File: config.mk
export PLATFORM = sky130hd
export DESIGN_NAME = fu_logic_rs
export DESIGN_NICKNAME = d
export VERILOG_FILES = /design/src/rtl/fu_logic_rs.sv
export SDC_FILE = /design/constraint.sdc
export NUM_CORES = 1
export LEC_CHECK = 0
export ABC_AREA = 1
export CORE_AREA = 3 3 233 143
export DETAILED_ROUTE_END_ITERATION = 7
export DIE_AREA = 0 0 236 146
export HOLD_SLACK_MARGIN = 0.1
export PLACE_DENSITY = 0.71
export RECOVER_POWER = 100
export SYNTH_ARGS = -nofsm -noshare
export SYNTH_HDL_FRONTEND = slang
export SYNTH_SLANG_ARGS = --single-unit
export TNS_END_PERCENT = 5
File: constraint.sdc
create_clock -name clk_i -period 21 [get_ports clk_i]
set_input_delay 2.1 -clock clk_i [delete_from_list [all_inputs] [get_ports clk_i]]
set_output_delay 2.1 -clock clk_i [all_outputs]
set_load 0.03 [all_outputs]
File: src/rtl/fu_logic_rs.sv
// Reservation station for the logic FU: compacting age-ordered queue with CDB wakeup.
// A ready op issues two cycles after dispatch; dispatch stalls only when all entries are valid.
module fu_logic_rs #(
  parameter int RS_ENTRY     = 4,
  parameter int WORD_SIZE_P  = 16,
  parameter int WIDTH_OP     = 4,
  parameter int NUM_PHYS_REG = 32,
  parameter int ROB_ENTRY    = 16,
  localparam int TW = $clog2(NUM_PHYS_REG),
  localparam int RW = $clog2(ROB_ENTRY)
) (
  input  logic                   clk_i,
  input  logic                   reset_i,
  input  logic                   flush_i,
  input  logic                   disp_v_i,
  output logic                   disp_ready_o,
  input  logic [WIDTH_OP-1:0]    disp_opcode_i,
  input  logic                   disp_src1_rdy_i,
  input  logic                   disp_src2_rdy_i,
  input  logic [TW-1:0]          disp_src1_tag_i,
  input  logic [TW-1:0]          disp_src2_tag_i,
  input  logic [WORD_SIZE_P-1:0] disp_src1_val_i,
  input  logic [WORD_SIZE_P-1:0] disp_src2_val_i,
  input  logic [RW-1:0]          disp_rob_dest_i,
  input  logic [TW-1:0]          disp_reg_dest_i,
  input  logic                   cdb_v_i,
  input  logic [TW-1:0]          cdb_tag_i,
  input  logic [WORD_SIZE_P-1:0] cdb_result_i,
  output logic                   exe_v_o,
  output logic [WIDTH_OP-1:0]    opcode_o,
  output logic [WORD_SIZE_P-1:0] operand1_o,
  output logic [WORD_SIZE_P-1:0] operand2_o,
  output logic [RW-1:0]          rob_dest_o,
  output logic [TW-1:0]          reg_dest_o
);
  localparam int IW = (RS_ENTRY > 1) ? $clog2(RS_ENTRY) : 1;
  localparam int CW = $clog2(RS_ENTRY + 1);

  logic                   r_vld  [RS_ENTRY];
  logic [WIDTH_OP-1:0]    r_op   [RS_ENTRY];
  logic                   r_rdy1 [RS_ENTRY];
  logic                   r_rdy2 [RS_ENTRY];
  logic [TW-1:0]          r_tag1 [RS_ENTRY];
  logic [TW-1:0]          r_tag2 [RS_ENTRY];
  logic [WORD_SIZE_P-1:0] r_val1 [RS_ENTRY];
  logic [WORD_SIZE_P-1:0] r_val2 [RS_ENTRY];
  logic [RW-1:0]          r_rob  [RS_ENTRY];
  logic [TW-1:0]          r_reg  [RS_ENTRY];
  logic [CW-1:0]          r_count;

  logic                   r_exe_v;
  logic [WIDTH_OP-1:0]    r_opcode;
  logic [WORD_SIZE_P-1:0] r_operand1;
  logic [WORD_SIZE_P-1:0] r_operand2;
  logic [RW-1:0]          r_rob_dest;
  logic [TW-1:0]          r_reg_dest;

  logic                   w_wk_rdy1 [RS_ENTRY];
  logic                   w_wk_rdy2 [RS_ENTRY];
  logic [WORD_SIZE_P-1:0] w_wk_val1 [RS_ENTRY];
  logic [WORD_SIZE_P-1:0] w_wk_val2 [RS_ENTRY];

  logic                   w_n_vld  [RS_ENTRY];
  logic [WIDTH_OP-1:0]    w_n_op   [RS_ENTRY];
  logic                   w_n_rdy1 [RS_ENTRY];
  logic                   w_n_rdy2 [RS_ENTRY];
  logic [TW-1:0]          w_n_tag1 [RS_ENTRY];
  logic [TW-1:0]          w_n_tag2 [RS_ENTRY];
  logic [WORD_SIZE_P-1:0] w_n_val1 [RS_ENTRY];
  logic [WORD_SIZE_P-1:0] w_n_val2 [RS_ENTRY];
  logic [RW-1:0]          w_n_rob  [RS_ENTRY];
  logic [TW-1:0]          w_n_reg  [RS_ENTRY];

  logic          w_sel_vld;
  logic [IW-1:0] w_sel_idx;
  logic          w_take;
  logic [CW-1:0] w_wr_idx;
  logic          w_d_hit1;
  logic          w_d_hit2;

  assign disp_ready_o = (r_count != CW'(RS_ENTRY));
  assign w_take       = disp_v_i & disp_ready_o;
  assign w_wr_idx     = r_count - CW'(w_sel_vld);
  assign w_d_hit1     = cdb_v_i & ~disp_src1_rdy_i & (disp_src1_tag_i == cdb_tag_i);
  assign w_d_hit2     = cdb_v_i & ~disp_src2_rdy_i & (disp_src2_tag_i == cdb_tag_i);

  // Scan downward so the lowest (oldest) ready index wins.
  always_comb begin
    w_sel_vld = 1'b0;
    w_sel_idx = '0;
    for (int i = RS_ENTRY - 1; i >= 0; i--) begin
      if (r_vld[i] && r_rdy1[i] && r_rdy2[i]) begin
        w_sel_vld = 1'b1;
        w_sel_idx = IW'(i);
      end
    end
  end

  always_comb begin
    for (int i = 0; i < RS_ENTRY; i++) begin
      w_wk_rdy1[i] = r_rdy1[i];
      w_wk_rdy2[i] = r_rdy2[i];
      w_wk_val1[i] = r_val1[i];
      w_wk_val2[i] = r_val2[i];
      if (cdb_v_i && r_vld[i] && !r_rdy1[i] && (r_tag1[i] == cdb_tag_i)) begin
        w_wk_rdy1[i] = 1'b1;
        w_wk_val1[i] = cdb_result_i;
      end
      if (cdb_v_i && r_vld[i] && !r_rdy2[i] && (r_tag2[i] == cdb_tag_i)) begin
        w_wk_rdy2[i] = 1'b1;
        w_wk_val2[i] = cdb_result_i;
      end
    end
  end

  // Compaction over the issued slot, then the new op lands just past the survivors.
  always_comb begin
    for (int i = 0; i < RS_ENTRY; i++) begin
      if (w_sel_vld && (IW'(i) >= w_sel_idx)) begin
        w_n_vld[i]  = (i < RS_ENTRY - 1) ? r_vld[(i < RS_ENTRY - 1) ? i + 1 : i] : 1'b0;
        w_n_op[i]   = r_op[(i < RS_ENTRY - 1) ? i + 1 : i];
        w_n_rdy1[i] = w_wk_rdy1[(i < RS_ENTRY - 1) ? i + 1 : i];
        w_n_rdy2[i] = w_wk_rdy2[(i < RS_ENTRY - 1) ? i + 1 : i];
        w_n_tag1[i] = r_tag1[(i < RS_ENTRY - 1) ? i + 1 : i];
        w_n_tag2[i] = r_tag2[(i < RS_ENTRY - 1) ? i + 1 : i];
        w_n_val1[i] = w_wk_val1[(i < RS_ENTRY - 1) ? i + 1 : i];
        w_n_val2[i] = w_wk_val2[(i < RS_ENTRY - 1) ? i + 1 : i];
        w_n_rob[i]  = r_rob[(i < RS_ENTRY - 1) ? i + 1 : i];
        w_n_reg[i]  = r_reg[(i < RS_ENTRY - 1) ? i + 1 : i];
      end else begin
        w_n_vld[i]  = r_vld[i];
        w_n_op[i]   = r_op[i];
        w_n_rdy1[i] = w_wk_rdy1[i];
        w_n_rdy2[i] = w_wk_rdy2[i];
        w_n_tag1[i] = r_tag1[i];
        w_n_tag2[i] = r_tag2[i];
        w_n_val1[i] = w_wk_val1[i];
        w_n_val2[i] = w_wk_val2[i];
        w_n_rob[i]  = r_rob[i];
        w_n_reg[i]  = r_reg[i];
      end
      if (w_take && (CW'(i) == w_wr_idx)) begin
        w_n_vld[i]  = 1'b1;
        w_n_op[i]   = disp_opcode_i;
        w_n_rdy1[i] = disp_src1_rdy_i | w_d_hit1;
        w_n_rdy2[i] = disp_src2_rdy_i | w_d_hit2;
        w_n_tag1[i] = disp_src1_tag_i;
        w_n_tag2[i] = disp_src2_tag_i;
        w_n_val1[i] = w_d_hit1 ? cdb_result_i : disp_src1_val_i;
        w_n_val2[i] = w_d_hit2 ? cdb_result_i : disp_src2_val_i;
        w_n_rob[i]  = disp_rob_dest_i;
        w_n_reg[i]  = disp_reg_dest_i;
      end
    end
  end

  always_ff @(posedge clk_i or posedge reset_i) begin
    if (reset_i) begin
      for (int i = 0; i < RS_ENTRY; i++) begin
        r_vld[i]  <= 1'b0;
        r_op[i]   <= '0;
        r_rdy1[i] <= 1'b0;
        r_rdy2[i] <= 1'b0;
        r_tag1[i] <= '0;
        r_tag2[i] <= '0;
        r_val1[i] <= '0;
        r_val2[i] <= '0;
        r_rob[i]  <= '0;
        r_reg[i]  <= '0;
      end
      r_count    <= '0;
      r_exe_v    <= 1'b0;
      r_opcode   <= '0;
      r_operand1 <= '0;
      r_operand2 <= '0;
      r_rob_dest <= '0;
      r_reg_dest <= '0;
    end else begin
      for (int i = 0; i < RS_ENTRY; i++) begin
        r_vld[i]  <= flush_i ? 1'b0 : w_n_vld[i];
        r_op[i]   <= w_n_op[i];
        r_rdy1[i] <= w_n_rdy1[i];
        r_rdy2[i] <= w_n_rdy2[i];
        r_tag1[i] <= w_n_tag1[i];
        r_tag2[i] <= w_n_tag2[i];
        r_val1[i] <= w_n_val1[i];
        r_val2[i] <= w_n_val2[i];
        r_rob[i]  <= w_n_rob[i];
        r_reg[i]  <= w_n_reg[i];
      end
      if (flush_i) begin
        r_count <= '0;
        r_exe_v <= 1'b0;
      end else begin
        r_count <= r_count + CW'(w_take) - CW'(w_sel_vld);
        r_exe_v <= w_sel_vld;
        if (w_sel_vld) begin
          r_opcode   <= r_op[w_sel_idx];
          r_operand1 <= r_val1[w_sel_idx];
          r_operand2 <= r_val2[w_sel_idx];
          r_rob_dest <= r_rob[w_sel_idx];
          r_reg_dest <= r_reg[w_sel_idx];
        end
      end
    end
  end

  assign exe_v_o    = r_exe_v;
  assign opcode_o   = r_opcode;
  assign operand1_o = r_operand1;
  assign operand2_o = r_operand2;
  assign rob_dest_o = r_rob_dest;
  assign reg_dest_o = r_reg_dest;

endmodule
# Word-level counts from Yosys, hierarchy flattened
# Cells that the tools add are included.
# word_totals
regBits	281
inputBits	83
out_inout_bits	47
wordCells	248
# op_classes
addsub	3
n_lt_le_gt_ge	5
eq_ne	14
muxes	113
n_bitwise	11
n_reduce_logical	55
# ops
cell	n
two-way mux 16 bit	28
two-way mux 5 bit	20
binary-select mux 16 bit (select 2 bit)	2
two-way mux 4 bit	16
== test 5 bit	10
two-way mux 1 bit	39
logical AND 1 bit	36
nonzero test 3 bit	6
binary-select mux 4 bit (select 2 bit)	2
binary-select mux 5 bit (select 2 bit)	1
logical NOT 1 bit	8
two-way mux 2 bit	4
== test 2 x 3 -> 1 bit, first input constant	2
nonzero test 2 bit	3
subtractor 3 x 1 -> 3 bit	2
AND 1 bit	5
>= comparator 1 x 2 -> 1 bit, first input constant	2
>= comparator 2 bit, first input constant	2
adder 3 x 1 -> 3 bit	1
== test 1 x 3 -> 1 bit, first input constant	1
>= comparator 3 bit, second input constant	1
logical NOT 3 bit	1
two-way mux 3 bit	1
!= test 3 bit, second input constant	1
4 further kinds	7

# Logic depth before layout (Yosys ltp)
# Gate-level depths: netlist of the first run.
# logic_depth
depth_word	11
mapped_depth	15
mapped_depth_nobuf	14

# Worst setup path before layout of the first run
# Ideal clock, no wire load.
# synth_path
path_kind	input-to-reg
start	input cdb_tag_i[4]
end	register r_val1[16] (netlist bit)
arrival_time_ns	3.325
slack_ns	17.551
path_stages	9
path_buffers	2
path_cell_list	buf_4 inv_2 nor2_1 nor2_2 buf_2 nand4_1 and2_1 nand2_1 nand3_1
# synth_lines
element	line	text
start, declared	27	input logic [TW-1:0] cdb_tag_i,
end signal, assigned by index	186	r_val1[i] <= w_n_val1[i];
end, declared	45	logic [WORD_SIZE_P-1:0] r_val1 [RS_ENTRY];

==> impl_metrics.env, run 1 <==
export IMPL_violations="DRC, capacitance limit, slew limit"
export IMPL_clkPwrFrac_pct=17.9
export IMPL_p_leak_nw=9.93
export IMPL_r2r_cells=13
export IMPL_synth_top_area_cell="dfrtp_1"
export IMPL_port_buffers=129
export IMPL_cts_buffers=28
export IMPL_fmax_ghz=0.118
export IMPL_syn_area_um2=17200
export IMPL_cts_root_buf="clkbuf_16"
export IMPL_ant_nets=0
export IMPL_fin_cells=2960
export IMPL_pwr_share_comb_pct=51.9
export IMPL_cts_setup_buffers=0
export IMPL_rows=50
export IMPL_dp_hpwl_mm=39.1
export IMPL_firstDrtPassIters=8
export IMPL_multi_input_comb_area_um2=8320
export IMPL_holdCritPathClass="reg -> reg"
export IMPL_finalCritPeriodShare_pct=40.3
export IMPL_wirelength_mm=65.2
export IMPL_pre_cts_slack_ns=15.58
export IMPL_whs_ns=0.473
export IMPL_grt_max_degree=102
export IMPL_fin_ws_ns=12.54
export IMPL_reg2reg_to="r_rdy1[3]"
export IMPL_finalClockSkew_ns=0.0135
export IMPL_core_area_um2=31200
export IMPL_nFillCells=2880
export IMPL_timing_critical_path_cells="dlygate4sd3_1 > clkinvlp_2 > clkbuf_1"
export IMPL_routabilityCongestion=0.956
export IMPL_dieHeight_um=146
export IMPL_die_x_um=236
export IMPL_relSlewSlack_pct=-223
export IMPL_cp_required_ns=20.80
export IMPL_synthFlopType="dfrtp_1"
export IMPL_htreeDepth=1
export IMPL_cts_reportedPaths_clkPinSlew_ns=0.06
export IMPL_regArea_um2=7030
export IMPL_power_density_nw_per_um2=158
export IMPL_insertion_delay_ns=0.58
export IMPL_dieArea_um2=34500
export IMPL_netlist_area_leader_share_pct=41.0
export IMPL_dp_cells=2908
export IMPL_crit_cells=3
export IMPL_internal_power_mw=1.61
export IMPL_yosysSeqAreaShare_pct=41.0
export IMPL_cts_tree="done"
export IMPL_ir_drop_v=0.000106
export IMPL_crit_arrival_ns=8.26
export IMPL_ys_warn_count=0
export IMPL_final_common_cell="nand2_1"
export IMPL_pwr_share_seq_pct=30.1
export IMPL_avgSynthCellArea_um2=6.90
export IMPL_rsz0062_at_grt="false"
export IMPL_ios=130
export IMPL_initial_core_util_pct=55.0
export IMPL_max_cap_violations=12
export IMPL_slew_viol_final=668
export IMPL_tns_ns=0
export IMPL_fin_nets=2611
export IMPL_netlist_instances=2489
export IMPL_num_vias=18301
export IMPL_syn2layout_area_growth_pct=13.2
export IMPL_critPathLaunchType="input port"
export IMPL_post_cts_resized=0
export IMPL_final_cell_mix="858 x nand2_1, 413 x nand3_1, 299 x inv_1"
export IMPL_p_sw_mw=1.46
export IMPL_period_needed_ns=8.46
export IMPL_rrSetupSlack_ns=14.27
export IMPL_finalSetupViolations=0
export IMPL_synth_edff_count=0
export IMPL_drt_iter0_markers=2801
export IMPL_syn_nets=2578
export IMPL_grt_overflow=0
export IMPL_cp_slowest_cell="clkbuf_1"
export IMPL_vias_per_cell=6.18
export IMPL_worstMarginPinSlew_ns=4.83
export IMPL_drt_wirelength_per_cell_um=22.0
export IMPL_clockBufferDepth=3
export IMPL_grt_pass1_vias=17396
export IMPL_power_switching_share_pct=47.5
export IMPL_crit_end="r_val2[62]"
export IMPL_cts_hold_buf=0
export IMPL_ys_async_sr_fraction_pct=100
export IMPL_synth_cell_types=34
export IMPL_crit_fanout=101
export IMPL_drc_errors=4
export IMPL_power_total_mw=3.07
export IMPL_worstSetupPathType="in -> async"
export IMPL_r2r_start="r_vld[2]"
export IMPL_worstSetupEndpointType="async pin"
export IMPL_cp_startpoint="reset_i"
export IMPL_grt_usage_pct=36.9
export IMPL_top_regs="r_val1 x64, r_val2 x64"
export IMPL_hold_viol=0
export IMPL_grt_pass1_wl_mm=100
export IMPL_worst_path_buf_inv=3
export IMPL_cts_sinks=281
export IMPL_max_stage_delay_ns=2.87
export IMPL_synth_area_leaders="dfrtp_1 41%, nand2_1 19%, nand3_1 12%"
export IMPL_status="finished, violations left"
export IMPL_antenna_found_initial=4
export IMPL_crit_family="buffers and inverters"
export IMPL_drive_gt1_share_pct=3.89
export IMPL_ys_seq_elements=281
[metal layers]
metal  track usage, %  share of wire [%]  vias to the layer above
li1                 -                  -                     8158
met4             13.8                4.3                        6
met5                0              0.043                        -
met1             52.5                 40                     8510
met2             52.2                 40                     1367
met3             11.9                 15                      260
[worst min-delay path: stages, from the launching register on]
cell     delay [ns]
dfrtp_1        0.34
nand2_1        0.06
nand2_1        0.05
[area by class of cell]
| class | count | area share, % |
|---|---|---|
| timing repair buffer | 150 | 7.28 |
| inverter | 309 | 5.99 |
| sequential | 281 | 36.2 |
| tap | 416 | 2.68 |
| multi-input combinational | 1752 | 42.8 |
| antenna | 1 | 0.0129 |
| clock inverter | 9 | 0.650 |
| clock buffer | 42 | 4.40 |
[synth_stat cells (2+ instances only)]
library cell	instances
a21oi_1	21
a21oi_2	2
and2_1	32
buf_1	4
buf_2	62
buf_4	7
buf_6	3
clkbuf_1	71
dfrtp_1	281
ha_1	5
inv_1	295
inv_2	13
nand2_1	857
nand2_2	2
nand3_1	413
nand3_2	4
nand3_4	3
nand3b_1	7
nand4_1	111
nor2_1	62
nor2_2	11
nor2_4	6
nor3_1	2
nor3_2	2
o211ai_1	21
o21ai_0	110
o21ai_1	14
o221ai_1	43
o22ai_1	3
xor2_1	18
[power groups by stage]
stage | sequential [mW] | clock [mW] | combinational (mW)
floorplan | 0.981 | 0 | 1.00
detailed placement | 0.929 | 0 | 1.54
global route | 0.950 | 0.574 | 1.74
finish | 0.926 | 0.550 | 1.60
CTS | 0.922 | 0.550 | 1.55
global placement | 0.923 | 0 | 1.50
[how the worst min path moves through the flow]
| stage | start | end | slack [ns] | cells past startpoint |
|---|---|---|---|---|
| final | operand2_o[12] | operand2_o[12] | 0.47 | 2 |
| after detailed placement | operand2_o[9] | operand2_o[9] | 0.47 | 2 |
| after global placement | rob_dest_o[1] | rob_dest_o[1] | 0.46 | 2 |
| after floorplan | r_op[15] | r_op[15] | 0.45 | 2 |
| after global routing | operand1_o[2] | operand1_o[2] | 0.49 | 2 |
| after CTS | rob_dest_o[2] | rob_dest_o[2] | 0.48 | 2 |
[stage by stage]
| stage | utilization (%) | cell area [um^2] |
|---|---|---|
| after floorplan | - | 17200 |
| after global placement | 59.3 | 18500 |
| after detailed placement | 59.3 | 18500 |
| after CTS | 62.5 | 19500 |
| after global routing | 62.3 | 19400 |
| final | 62.3 | 19400 |
[logic make-up after synthesis]
kind of cell / synth area share [%]
and+or+nand+nor: 39.2
buffers and inverters: 10.7
DFF: 41.0
AOI/OAI and AO/OA: 7.64
xor gates and xnor gates: 0.969
adders and majority gates: 0.481
(Power assumes the default switching activity.)
==> inputs of run 2 (changes only) <==
- clock period: 21 -> 7.8 ns (I/O delays scaled with it)
==> run 2 against run 1 <==
- the run ends with capacitance limit, slew limit left
- count of clock-buffer cells in the layout up 1
- combinational power rose to 2.6 times the previous value
- power grew to 2.7 times the previous value
- clock power increased to 2.7 times the previous value
- core utilization up 0.18 points
- die area unchanged
- sequential power grew to 2.7 times the previous value
- sequential cell count unchanged
- routed wire length is 3.8% lower
- final cell count is 0.14% higher
- critical endpoint is now operand2_o[1]
- largest cell class unchanged
==> impl_metrics.env, run 2 (same netlist as run 1, synthesis figures left out) <==
export IMPL_grt_pass1_vias=16914
export IMPL_clkPwrFrac_pct=18.3
export IMPL_pwr_share_seq_pct=30.2
export IMPL_whs_ns=0.471
export IMPL_cp_required_ns=8.25
export IMPL_crit_fanout=32
export IMPL_final_common_cell="nand2_1"
export IMPL_power_density_nw_per_um2=421
export IMPL_die_x_um=236
export IMPL_initial_core_util_pct=55.0
export IMPL_period_needed_ns=6.27
export IMPL_grt_pass1_wl_mm=97.2
export IMPL_dieHeight_um=146
export IMPL_cp_slowest_cell="nand3_1"
export IMPL_violations="capacitance limit, slew limit"
export IMPL_vias_per_cell=6.10
export IMPL_drc_errors=0
export IMPL_status="finished, violations left"
export IMPL_finalClockSkew_ns=0.0163
export IMPL_syn2layout_area_growth_pct=13.5
export IMPL_fin_nets=2615
export IMPL_drt_wirelength_per_cell_um=21.2
export IMPL_r2r_start="r_vld[3]"
export IMPL_port_buffers=129
export IMPL_rrSetupSlack_ns=1.53
export IMPL_num_vias=18083
export IMPL_finalSetupViolations=0
export IMPL_timing_critical_path_cells="nand3_1 > nand3_1 > clkbuf_1 > inv_2 > buf_4 > nand2_1 > o21ai_0 > nand2_1 > nand2_1"
export IMPL_pwr_share_comb_pct=51.5
export IMPL_cts_reportedPaths_clkPinSlew_ns=0.07
export IMPL_reg2reg_to="operand2_o[1]"
export IMPL_final_core_util_pct=62.4
export IMPL_r2r_cells=9
export IMPL_tns_ns=0
export IMPL_fmax_ghz=0.160
export IMPL_crit_family="simple AND/OR/NAND/NOR gates"
export IMPL_cts_root_buf="clkbuf_16"
export IMPL_finalCritPeriodShare_pct=80.3
export IMPL_drive_gt1_share_pct=4.40
export IMPL_max_cap_violations=6
export IMPL_ir_drop_v=0.000247
export IMPL_max_stage_delay_ns=1.77
export IMPL_insertion_delay_ns=0.57
export IMPL_p_leak_nw=9.97
export IMPL_nFillCells=2855
export IMPL_internal_power_mw=4.35
export IMPL_cts_hold_buf=0
export IMPL_clockBufferDepth=3
export IMPL_antenna_found_initial=1
export IMPL_holdCritPathClass="reg -> reg"
export IMPL_fin_ws_ns=1.53
export IMPL_firstDrtPassIters=6
export IMPL_routabilityCongestion=0.968
export IMPL_power_switching_share_pct=47.1
export IMPL_worstMarginPinSlew_ns=2.50
export IMPL_dieArea_um2=34500
export IMPL_p_sw_mw=3.86
export IMPL_core_area_um2=31200
export IMPL_rows=50
export IMPL_hold_viol=0
export IMPL_dp_hpwl_mm=39.4
export IMPL_worstSetupPathType="reg -> reg"
export IMPL_crit_path_frequent_cell="nand2_1"
export IMPL_worstSetupEndpointType="register"
export IMPL_crit_arrival_ns=6.71
export IMPL_final_cell_mix="856 x nand2_1, 414 x nand3_1, 294 x inv_1"
export IMPL_crit_end="operand2_o[1]"
export IMPL_ant_nets=0
export IMPL_critPathLaunchType="register"
export IMPL_htreeDepth=1
export IMPL_cts_buffers=29
export IMPL_post_cts_resized=0
export IMPL_rsz0062_at_grt="false"
export IMPL_worst_path_buf_inv=3
export IMPL_grt_max_degree=167
export IMPL_ios=130
export IMPL_top_regs="r_val1 x64, r_val2 x64"
export IMPL_wirelength_mm=62.7
export IMPL_cts_sinks=281
export IMPL_crit_cells=9
export IMPL_cp_startpoint="r_vld[3]"
export IMPL_drt_iter0_markers=2857
export IMPL_relSlewSlack_pct=-66.4
export IMPL_cts_setup_buffers=0
export IMPL_cts_tree="done"
export IMPL_slew_viol_final=207
export IMPL_grt_usage_pct=35.5
export IMPL_pre_cts_slack_ns=3.05
export IMPL_grt_overflow=0
-- run 2: cell count changes in the layout (fill, tap and decap cells not counted), moves of 2 or more --
cell             delta
nand2_1             -2
nand3_4             -2
dlygate4sd3_1       -3
inv_1               -5
inv_2               +5
clkbuf_1            -3
o21ai_1             -6
buf_4               +7
o21ai_0             +6
clkdlybuf4s50_1     +3
nand2_2             +2
-- run 2: layer usage --
| layer | up-vias | wire (um) | global-route usage (%) |
|---|---|---|---|
| met5 | - | 15 | 0 |
| met4 | 2 | 2170 | 12.3 |
| met3 | 189 | 8750 | 10.7 |
| met2 | 1267 | 25200 | 48.7 |
| met1 | 8474 | 26600 | 52.9 |
| li1 | 8151 | - | - |
-- run 2: metrics by stage --
| stage | area [um^2] | std cells | total power, mW |
|---|---|---|---|
| CTS | 19500 | 2963 | 8.13 |
| global route | 19500 | 2963 | 8.75 |
| floorplan | 17200 | 2489 | 5.34 |
| finish | 19500 | 2964 | 8.21 |
| detailed placement | 18500 | 2911 | 6.61 |
| global placement | 18500 | 2911 | 6.52 |
-- run 2: how the worst min path moves through the flow --
stage | start | end | cells after the start
after floorplan | r_op[15] | r_op[15] | 2
after global placement | rob_dest_o[2] | rob_dest_o[2] | 2
after detailed placement | rob_dest_o[1] | rob_dest_o[1] | 2
after CTS | operand2_o[11] | operand2_o[11] | 2
after global routing | opcode_o[1] | opcode_o[1] | 2
final | operand1_o[10] | operand1_o[10] | 2
-- run 2: layout make-up --
cell class / instances / area [um^2] / area share, %
clock buffers: 43 / 848 / 4.35
clock inverters: 9 / 149 / 0.764
repair buffers: 153 / 1470 / 7.53
diodes: 1 / 2.50 / 0.0128
well taps: 416 / 520 / 2.67
inverters: 309 / 1160 / 5.97
flip-flops and latches: 281 / 7030 / 36.1
multi-input cells: 1752 / 8310 / 42.6
-- run 2: power groups by stage --
stage	clock [mW]	combinational (mW)	sequential [mW]
after floorplan	0	2.70	2.64
after global placement	0	4.04	2.48
after detailed placement	0	4.12	2.50
after CTS	1.51	4.14	2.48
after global routing	1.57	4.63	2.55
final	1.50	4.23	2.48
-- run 2: worst register-to-register path, cell delays in order, from the launching register on --
cell      delay, ns
dfrtp_1        0.37
nand3_1        1.24
nand3_1        1.78
clkbuf_1       1.21
inv_2          0.67
buf_4          0.44
nand2_1        0.14
o21ai_0        0.14
nand2_1        0.10
nand2_1        0.06
==> RTL edit (config.mk and constraints of run 2) <==
`ROB_ENTRY`: 16 -> 8.
--- a/src/rtl/fu_logic_rs.sv
+++ b/src/rtl/fu_logic_rs.sv
@@ -6,5 +6,5 @@
   parameter int WIDTH_OP     = 4,
   parameter int NUM_PHYS_REG = 32,
-  parameter int ROB_ENTRY    = 16,
+  parameter int ROB_ENTRY    = 8,
   localparam int TW = $clog2(NUM_PHYS_REG),
   localparam int RW = $clog2(ROB_ENTRY)
Interface: changed (resized disp_rob_dest_i and rob_dest_o); port bits go from 130 to 128. No check against the original RTL was run, so the function may have changed too.
==> RTL edit against run 2 <==
The flow still finishes with violations (max-capacitance violations, max-slew violations). Sequential share of layout area is 0.31 points lower. Sequential cell count is 5 lower. Final area is 0.93% lower. Die area stayed put. Worst setup slack worse by 0.075 ns. Final cell count is 1.5% lower. Wire length is 1.6% higher. Total power is 3.1% lower. Critical path type unchanged. Synthesized area hardly changed.
==> RTL edit: results (changes against run 2) <==
GRT:
- The via count of the first global-routing pass came to 16,650 (-1.6%).
- The first-pass GRT wire length came to 97,800 um (+0.65%).
- The number of antenna violations at the first check in global routing is 0 (-1).
- The largest net degree at the start of global routing was 157 (-6.0%).

Yosys:
- The number of nets produced by synthesis is 2,534 (-1.7%).
- In the post-synthesis netlist, the biggest area contributors are dfrtp_1 (40%), nand2_1 (19%), nand3_1 (11%).
- The complex-gate fraction of the synthesized area came to 8.582% (+0.94 points).
- The number of distinct library cells after synthesis was 42 (+24%).
- The synthesized instance count is 2,446 (-1.7%).
- The sequential-to-total area share from yosys stat came to 40.25% (-0.71 points).
- By count the netlist is led by nand2_1 (849), nand3_1 (383), inv_1 (279).
- The xor and xnor fraction of the mapped netlist area is 0.9187% (-0.051 points).

Flow run:
- The number of max-cap violations is 8 (+2).

Place:
- The area after detailed placement is 18,380 um2 (-0.92%).
- The port buffer count is 127 (-1.6%).

Power and ir drop:
- The peak ir drop on the vdd network is 190.1 uV (-23%).
- The leakage dissipation is 9.907 nW (-0.66%).
- The design internal power was 0.004204 W (-3.2%).

Final layout:
- The fraction of final layout cells sized beyond drive strength 1 is 5.833% (+1.4 points).
- The net total in the final layout is 2,568 (-1.8%).
- The number of antenna repair diodes is 0 (-1).

Run status:
- The flow ran to the end, but the final reports show violations.
- The checks that failed: max-capacitance violations, max-slew violations.

STA:
- The worst max-slew margin expressed relative to the limit is -179.2% (-110 points).
- The final count of pins violating max slew is 483 (+130%).
- The post-route clock skew is 0.02052 ns (+0.004188 ns).

Worst setup path:
- The data arrival time at the worst-slack endpoint is 6.86 ns (+0.15 ns).
- The highest net fanout along the worst path is 25 (-22%).

Detailed routing:
- The total wire length is 63,700 um (+1.6%).
RTL edit: cell types whose count changed after synthesis, sizes merged, moves of 8 or more:
cell	change
a21oi	+8
and2	-32
buf	+30
clkbuf	-34
inv	-16
nand2	+25
nand3	-27
o21ai	-23
o221ai	+17
RTL edit: final timing paths:
check / slack, ns / end / cells after the start / start
min in group asynchronous: 2.18 / reg_dest_o[2] / 3 / reset_i
max in group asynchronous: 2.67 / r_val2[0] / 4 / reset_i
hold reg to reg: 0.47 / opcode_o[3] / 2 / opcode_o[3]
setup reg to reg: 1.46 / r_val2[55] / 17 / r_vld[2]
setup / recovery: 1.46 / r_val2[55] / 17 / r_vld[2]
hold / removal: 0.47 / opcode_o[3] / 2 / opcode_o[3]
RTL edit: cell type report:
cell class	count	area (um2)	area share (%)
Timing Repair Buffer	146	1398	7.236
Sequential cell	276	6907	35.76
Clock inverter	14	178.9	0.9264
Multi-Input combinational cell	1729	8376	43.37
Tap cell	416	520.5	2.695
Inverter	298	1127	5.837
Clock buffer	40	807.0	4.179
RTL edit: cell families after synthesis:
group / after synthesis
AOI/OAI and AO/OA: 219
xor gates and xnor gates: 18
adders and majority gates: 6
buffers and inverters: 441
DFF: 276
and+or+nand+nor: 1486
RTL edit: power by group through the flow:
stage	Combinational [W]	Sequential, W	Clock (W)
after floorplan	0.00264	0.00255	0
after global routing	0.00442	0.00249	0.00155
after CTS	0.00396	0.00242	0.00148
final	0.00406	0.00243	0.00147
after detailed placement	0.00393	0.00244	0
after global placement	0.00386	0.00242	0
RTL edit: layer usage:
metal  up-vias  wire (um)  global-route usage (%)
met2      1225      25900                   50.22
met3       167       9198                   11.19
met1      8323      26770                   52.95
met5         -          0                       0
li1       8044          -                       -
met4         0       1824                   10.72
RTL edit: stage by stage:
stage | hold WS [ns] | power, W | setup WS (ns)
after floorplan | 0.4488 | 0.005196 | 3.369
after global placement | 0.4641 | 0.006271 | 3.268
after detailed placement | 0.4647 | 0.006373 | 3.122
after CTS | 0.4825 | 0.007858 | 3.050
after global routing | 0.4906 | 0.008452 | 1.458
final | 0.4727 | 0.007957 | 1.459
RTL edit: critical path, stage by stage (launching register included):
cell and delay (ns):
dfrtp_1 0.41, nand3_1 0.15, nand2_1 0.16, nor2_1 0.33, inv_1 0.16, ha_1 0.23, ha_1 0.18, inv_1 0.06
nand2_1 0.06, nand2_1 0.15, nor2_1 0.07, nand2_1 0.81, nand2_1 0.88, inv_4 0.63, nand2_1 0.75, inv_1 0.96
nand2_1 0.14, nand2_1 0.11
